File: src/rtl/cpm_rst_seq.sv
// CPM reset sequencer: POR hold, CDO load window, staggered per-channel PERST
// release, link-up supervision with bounded retry and a sticky error state.
module cpm_rst_seq #(
  parameter int NUM_CH         = 4,
  parameter int POR_DLY        = 500,
  parameter int PERST_DLY      = 12300,
  parameter int STAGGER_DLY    = 16,
  parameter int LINKUP_TIMEOUT = 65535,
  parameter int MAX_RETRY      = 3,
  parameter int CNT_W          = 20
) (
  input  logic              sys_clk,
  input  logic              sys_rst,
  input  logic              start,
  input  logic              abort,
  input  logic [NUM_CH-1:0] ch_en,
  input  logic [NUM_CH-1:0] link_up,
  output logic              por_n,
  output logic [NUM_CH-1:0] perst_n,
  output logic [NUM_CH-1:0] user_reset,
  output logic              seq_done,
  output logic              seq_err,
  output logic [2:0]        state,
  output logic [1:0]        retry_cnt
);

  typedef enum logic [2:0] {
    S_IDLE      = 3'd0,
    S_POR_HOLD  = 3'd1,
    S_CDO_WAIT  = 3'd2,
    S_PERST_REL = 3'd3,
    S_LINK_WAIT = 3'd4,
    S_RUN       = 3'd5,
    S_RETRY     = 3'd6,
    S_ERR       = 3'd7
  } state_t;

  state_t            state_q, state_d;
  logic [CNT_W-1:0]  cnt_q, cnt_d;
  logic [NUM_CH-1:0] en_q, en_d;
  logic [1:0]        retry_cnt_q, retry_cnt_d;
  logic              por_n_q, por_n_d;
  logic [NUM_CH-1:0] perst_n_q, perst_n_d;
  logic [NUM_CH-1:0] user_reset_q, user_reset_d;
  logic              seq_done_q, seq_done_d;
  logic              seq_err_q, seq_err_d;

  logic              all_up;
  logic [31:0]       cnt_ext;
  logic [31:0]       cnt_d_ext;
  logic [31:0]       last_ofs;
  logic [31:0]       acc_ofs;
  logic [31:0]       rel_ofs;
  state_t            fail_state;
  logic [1:0]        fail_rc;

  always_comb begin
    cnt_ext  = 32'(cnt_q);
    // Disabled channels count as up so only the enabled mask gates RUN.
    all_up   = &(link_up | ~en_q);

    // Release offset of the highest enabled channel; PERST_REL ends after it.
    acc_ofs  = '0;
    last_ofs = '0;
    for (int i = 0; i < NUM_CH; i++) begin
      if (en_q[i]) begin
        last_ofs = acc_ofs;
        acc_ofs  = acc_ofs + 32'(STAGGER_DLY);
      end
    end

    if (32'(retry_cnt_q) < 32'(MAX_RETRY)) begin
      fail_state = S_RETRY;
      fail_rc    = (&retry_cnt_q) ? retry_cnt_q : retry_cnt_q + 2'd1;
    end else begin
      fail_state = S_ERR;
      fail_rc    = retry_cnt_q;
    end

    state_d     = state_q;
    en_d        = en_q;
    retry_cnt_d = retry_cnt_q;

    if (abort) begin
      state_d = S_IDLE;
    end else begin
      case (state_q)
        S_IDLE, S_ERR: begin
          if (start && (|ch_en)) begin
            state_d     = S_POR_HOLD;
            en_d        = ch_en;
            retry_cnt_d = 2'd0;
          end
        end
        S_POR_HOLD:  if (cnt_ext == 32'(POR_DLY - 1))   state_d = S_CDO_WAIT;
        S_CDO_WAIT:  if (cnt_ext == 32'(PERST_DLY - 1)) state_d = S_PERST_REL;
        S_RETRY:     if (cnt_ext == 32'(PERST_DLY - 1)) state_d = S_PERST_REL;
        S_PERST_REL: if (cnt_ext == last_ofs)           state_d = S_LINK_WAIT;
        S_LINK_WAIT: begin
          // Link-up wins over a timeout landing in the same cycle.
          if (all_up) begin
            state_d = S_RUN;
          end else if (cnt_ext == 32'(LINKUP_TIMEOUT - 1)) begin
            state_d     = fail_state;
            retry_cnt_d = fail_rc;
          end
        end
        S_RUN: begin
          if (!all_up) begin
            state_d     = fail_state;
            retry_cnt_d = fail_rc;
          end
        end
        default: state_d = S_IDLE;
      endcase
    end

    if (state_d == S_RUN && state_q != S_RUN) retry_cnt_d = 2'd0;
    if (state_d == S_IDLE) begin
      en_d        = '0;
      retry_cnt_d = 2'd0;
    end

    if (state_d != state_q)  cnt_d = '0;
    else if (&cnt_q)         cnt_d = cnt_q;
    else                     cnt_d = cnt_q + 1'b1;
    cnt_d_ext = 32'(cnt_d);

    // Outputs are decoded from the next state so they change on the entry edge.
    por_n_d   = !(state_d == S_IDLE || state_d == S_POR_HOLD);
    perst_n_d = '0;
    rel_ofs   = '0;
    if (state_d == S_PERST_REL) begin
      for (int i = 0; i < NUM_CH; i++) begin
        if (en_d[i]) begin
          perst_n_d[i] = (cnt_d_ext >= rel_ofs);
          rel_ofs      = rel_ofs + 32'(STAGGER_DLY);
        end
      end
    end else if (state_d == S_LINK_WAIT || state_d == S_RUN) begin
      perst_n_d = en_d;
    end
    user_reset_d = ~(perst_n_q & perst_n_d);
    seq_done_d   = (state_d == S_RUN);
    seq_err_d    = (state_d == S_ERR);
  end

  always_ff @(posedge sys_clk or posedge sys_rst) begin
    if (sys_rst) begin
      state_q      <= S_IDLE;
      cnt_q        <= '0;
      en_q         <= '0;
      retry_cnt_q  <= 2'd0;
      por_n_q      <= 1'b0;
      perst_n_q    <= '0;
      user_reset_q <= '1;
      seq_done_q   <= 1'b0;
      seq_err_q    <= 1'b0;
    end else begin
      state_q      <= state_d;
      cnt_q        <= cnt_d;
      en_q         <= en_d;
      retry_cnt_q  <= retry_cnt_d;
      por_n_q      <= por_n_d;
      perst_n_q    <= perst_n_d;
      user_reset_q <= user_reset_d;
      seq_done_q   <= seq_done_d;
      seq_err_q    <= seq_err_d;
    end
  end

  assign por_n      = por_n_q;
  assign perst_n    = perst_n_q;
  assign user_reset = user_reset_q;
  assign seq_done   = seq_done_q;
  assign seq_err    = seq_err_q;
  assign state      = state_q;
  assign retry_cnt  = retry_cnt_q;

endmodule
File: config.mk
export PLATFORM = sky130hd
export DESIGN_NAME = cpm_rst_seq
export DESIGN_NICKNAME = d
export VERILOG_FILES = /design/src/rtl/cpm_rst_seq.sv
export SDC_FILE = /design/constraint.sdc
export NUM_CORES = 1
export LEC_CHECK = 0
export BUFFER_PORTS_ARGS = -buffer_cell sky130_fd_sc_hd__buf_4
export CAP_MARGIN = 5
export CORE_MARGIN = 2
export CORE_UTILIZATION = 45
export CTS_BUF_LIST = sky130_fd_sc_hd__clkbuf_4
export CTS_CLUSTER_DIAMETER = 60
export DETAILED_ROUTE_END_ITERATION = 8
export SLEW_MARGIN = 20
export SYNTH_ARGS = -nofsm -noshare
export SYNTH_HDL_FRONTEND = slang
export SYNTH_SLANG_ARGS = --single-unit
File: constraint.sdc
create_clock -name sys_clk -period 3.6 [get_ports sys_clk]
set_input_delay 0.9 -clock sys_clk [delete_from_list [all_inputs] [get_ports sys_clk]]
set_output_delay 0.9 -clock sys_clk [all_outputs]
set_load 0.01 [all_outputs]
==> summary.txt <==
Pwr
  – Leak Pwr: 0.00155 uW
  – Peak VDD IR: 0.000238 V
  – Pwr/cell area: 366 mW/mm^2

Synthesis
  – Syn nets: 391
  – Synth Warn #: 0
  – Synth unique cells: 76
  – Async set-reset flop share out of synthesis: 100%
  – Sequential fraction of the synthesis area: 31.0%
  – Post-synthesis instance area: 0.00325 sq mm
  – Mapped Avg Cell Area: 8.87 sq um
  – Main synth FF type: dfrtp_1
  – Mapped Cells: 366
  – Seq cells post-synth: 40
  – EDFF count, synth: 0

Clock tree
  – Resized cells post-CTS: 0
  – Clk slew on worst S/H paths: 0.13 ns
  – Clk buf depth: 2
  – Clock Latency Late Sink: 0.37 ns
  – Cts hold-fix bufs: 0
  – H-tree levels: 2
  – TritonCTS Buffers: 5
  – Root Driver: clkbuf_4
  – CTS tree: yes
  – Setup bufs post-CTS: 0
  – # clock sinks: 40

Timing
  – Worst-Margin Slew: 0.801 ns
  – Setup TNS Final: 0 ns
  – Worst rel slew slack: 46.2%
  – Final Cycle Share: 91.0%
  – Fin crit period: 3.28 ns
  – Setup slack after layout: 0.325 ns
  – Setup Skew: 0.00804 ns
  – Highest Clock Rate: 305 MHz
  – Final Slew Violations: 0
  – WHS: 0.429 ns
  – RSZ-0062 raised after global routing: false
  – Final Setup Violations: 0
  – Number of hold violations in the final report: 0

Setup path
  – Cells on worst reg2reg path: 12
  – Buf+Inv Stages, Crit Path: 1
  – Crit path DAT: 3.54 ns
  – Startpoint Class: register
  – Worst-path maximum fanout: 8
  – Crit path depth: 12
  – Slowest-stage cell, CP: nor4_2
  – Largest stage delay on the critical path: 0.54 ns
  – Largest delay share family, worst path: simple AND/OR/NAND/NOR gates
  – Worst path cell trace: nor4_2 > nand2_1 > or3_1 > a211oi_2 > a311oi_4 > buf_4 > and3_2 > ha_1 > nand3_1 > a21o_1 > nand4_1 > and3_1
  – Crit path required time: 3.87 ns
  – Reg2Reg Setup Slack: 0.32 ns
  – Worst setup EP type: register
  – Critical Setup Path Class: register to register

Run
  – Max cap viols: 0

Route
  – Vias: 2921
  – Routed WL per cell: 17.2 um
  – Final ANT Viol Nets: 0
  – First drt pass iteration count: 6
  – Total wire length: 8550 um
  – Residual DRC count: 0
  – DR iter-0 viols: 192
  – Vias/cell: 5.88

Die
  – Starting Density: 47.0%
  – Die area: 0.00791 sq mm
  – CORE AREA: 0.00691 sq mm
  – Row cnt: 30
  – Number of top-level pins: 28
  – Vert. Die Dim: 89.0 um
  – Die W: 89.0 um

Final layout
  – Final core occ: 52.8%
  – Area Growth Syn to Fin: 12.2%
  – Share of cells above drive strength 1: 24.4%
  – Antenna diode count: 0
  – Fin nets: 425

GRT
  – Pin count of the biggest net entering global routing: 24
  – Initial antenna violation count: 0
  – Total gr overflow: 0
  – Vias in the first global route: 2683
  – Total track usage: 22.6%
  – Global-route wire length before repair: 13900 um

Placement
  – Routability cong.: 0.933
  – PortBufs: 27
  – Hpwl dp: 6610 um
  – DP Worst Slack: 0.0563 ns

Hold path
  – Hold path depth: 1
  – Hold Path Class: register to register

Status
  – Outcome: completed
final cells by class:
cell class / count / area [sq um]
repair buffers: 46 / 345
clock buffers: 5 / 37.5
inverters: 18 / 67.6
multi-input cells: 289 / 2030
well taps: 96 / 120
clock inverters: 3 / 42.5
flip-flops and latches: 40 / 1010
fillers: 653 / 3260
power breakdown:
part           leakage, uW  total [uW]  switching (uW)  internal [uW]
clock network    0.0000412         319             174            145
logic             0.000974         503             305            198
registers         0.000538         511            33.9            477
worst reg2reg max path: cells and delay by family (launching register included):
kind                     cells  cell delay (ns)
flip-flops                   1             0.49
AND/OR/NAND/NOR              7             1.74
buffers and inverters        1             0.20
AO/OA/AOI/OAI                3             0.44
adder cells (fa/ha/maj)      1             0.31
state kept, by name (all words and copies together) (netlist names):
register	count
cnt_q	20
seq_err	1
por_n	1
en_q	4
seq_done	1
user_reset	4
retry_cnt	2
state	3
perst_n	4
cell usage in the layout, fill, tap and decap left out, types with 12 or more instances in the layout:
| cell type | netlist | layout |
|---|---|---|
| nor2_1 | 49 | 49 |
| buf_4 | 3 | 46 |
| dfrtp_1 | 36 | 36 |
| nand2_1 | 24 | 24 |
| inv_1 | 18 | 17 |
| nand3_1 | 17 | 17 |
| nand4_1 | 14 | 14 |
| xnor2_1 | 14 | 14 |
| ha_1 | 13 | 13 |
| a21oi_1 | 12 | 12 |
through the flow:
step	cells	area, sq um	total power (uW)
after CTS	497	3640	1330
after global routing	497	3640	1410
after detailed placement	489	3560	1020
final	497	3640	1330
after floorplan	366	3250	870
after global placement	489	3560	1020
cells by family (layout without fill, tap and decap cells):
family / count (synthesis) / count (layout) / share of synthesized area, %
adders and majority gates: 13 / 13 / 5.01
DFF: 40 / 40 / 31.0
AOI/OAI and AO/OA: 70 / 70 / 17.5
buffers and inverters: 37 / 72 / 6.66
muxes: 6 / 6 / 1.89
xor gates and xnor gates: 24 / 24 / 6.47
and+or+nand+nor: 176 / 176 / 31.5
cells in the mapped netlist (all sizes together) (2+ instances only):
cell	instances	share of area, %
or4	2	0.69
nand3	21	4.1
o31ai	3	0.69
o21a	2	0.46
ha	13	5.0
xnor2	14	3.8
o2111ai	3	0.81
o221ai	2	0.73
o41ai	2	1.3
buf	12	2.3
nor4b	2	0.92
and3	15	3.1
a211o	2	0.54
a31oi	4	0.77
a211oi	4	1.1
inv	18	2.1
nand3b	2	0.46
a21o	4	0.92
a21oi	12	1.8
and2b	3	0.77
nor2	49	5.7
o31a	3	0.85
o211ai	2	0.62
nand2b	3	0.81
nor2b	2	0.62
nand2	27	3.5
nor4	11	2.9
mux2i	5	1.5
dfstp	4	3.2
nand4	14	2.7
o21ai	9	1.4
a22oi	2	0.46
and4	4	1.1
a221oi	2	0.54
or2	2	0.39
a311oi	2	1.1
o22ai	2	0.39
or3	2	0.39
a2bb2oi	2	0.54
clkbuf	6	1.3
and2	6	1.2
xor2	10	2.7
dfrtp	36	28
nor3	10	2.0
metal layers:
metal	global-route usage, %	vias up	routed length [um]
met5	0	-	0
met4	5.56	0	108
met3	3.88	13	524
met2	35.1	111	3900
met1	32.9	1386	4020
li1	-	1411	-
worst paths after layout:
check / startpoint / end
setup / recovery: cnt_q[16] / perst_n[3]
hold / removal: perst_n[0] / user_reset[0]
setup reg to reg: cnt_q[16] / perst_n[3]
hold reg to reg: perst_n[0] / user_reset[0]
max in group asynchronous: sys_rst / retry_cnt[0]
min in group asynchronous: sys_rst / cnt_q[10]
(Power assumes the default switching activity.)
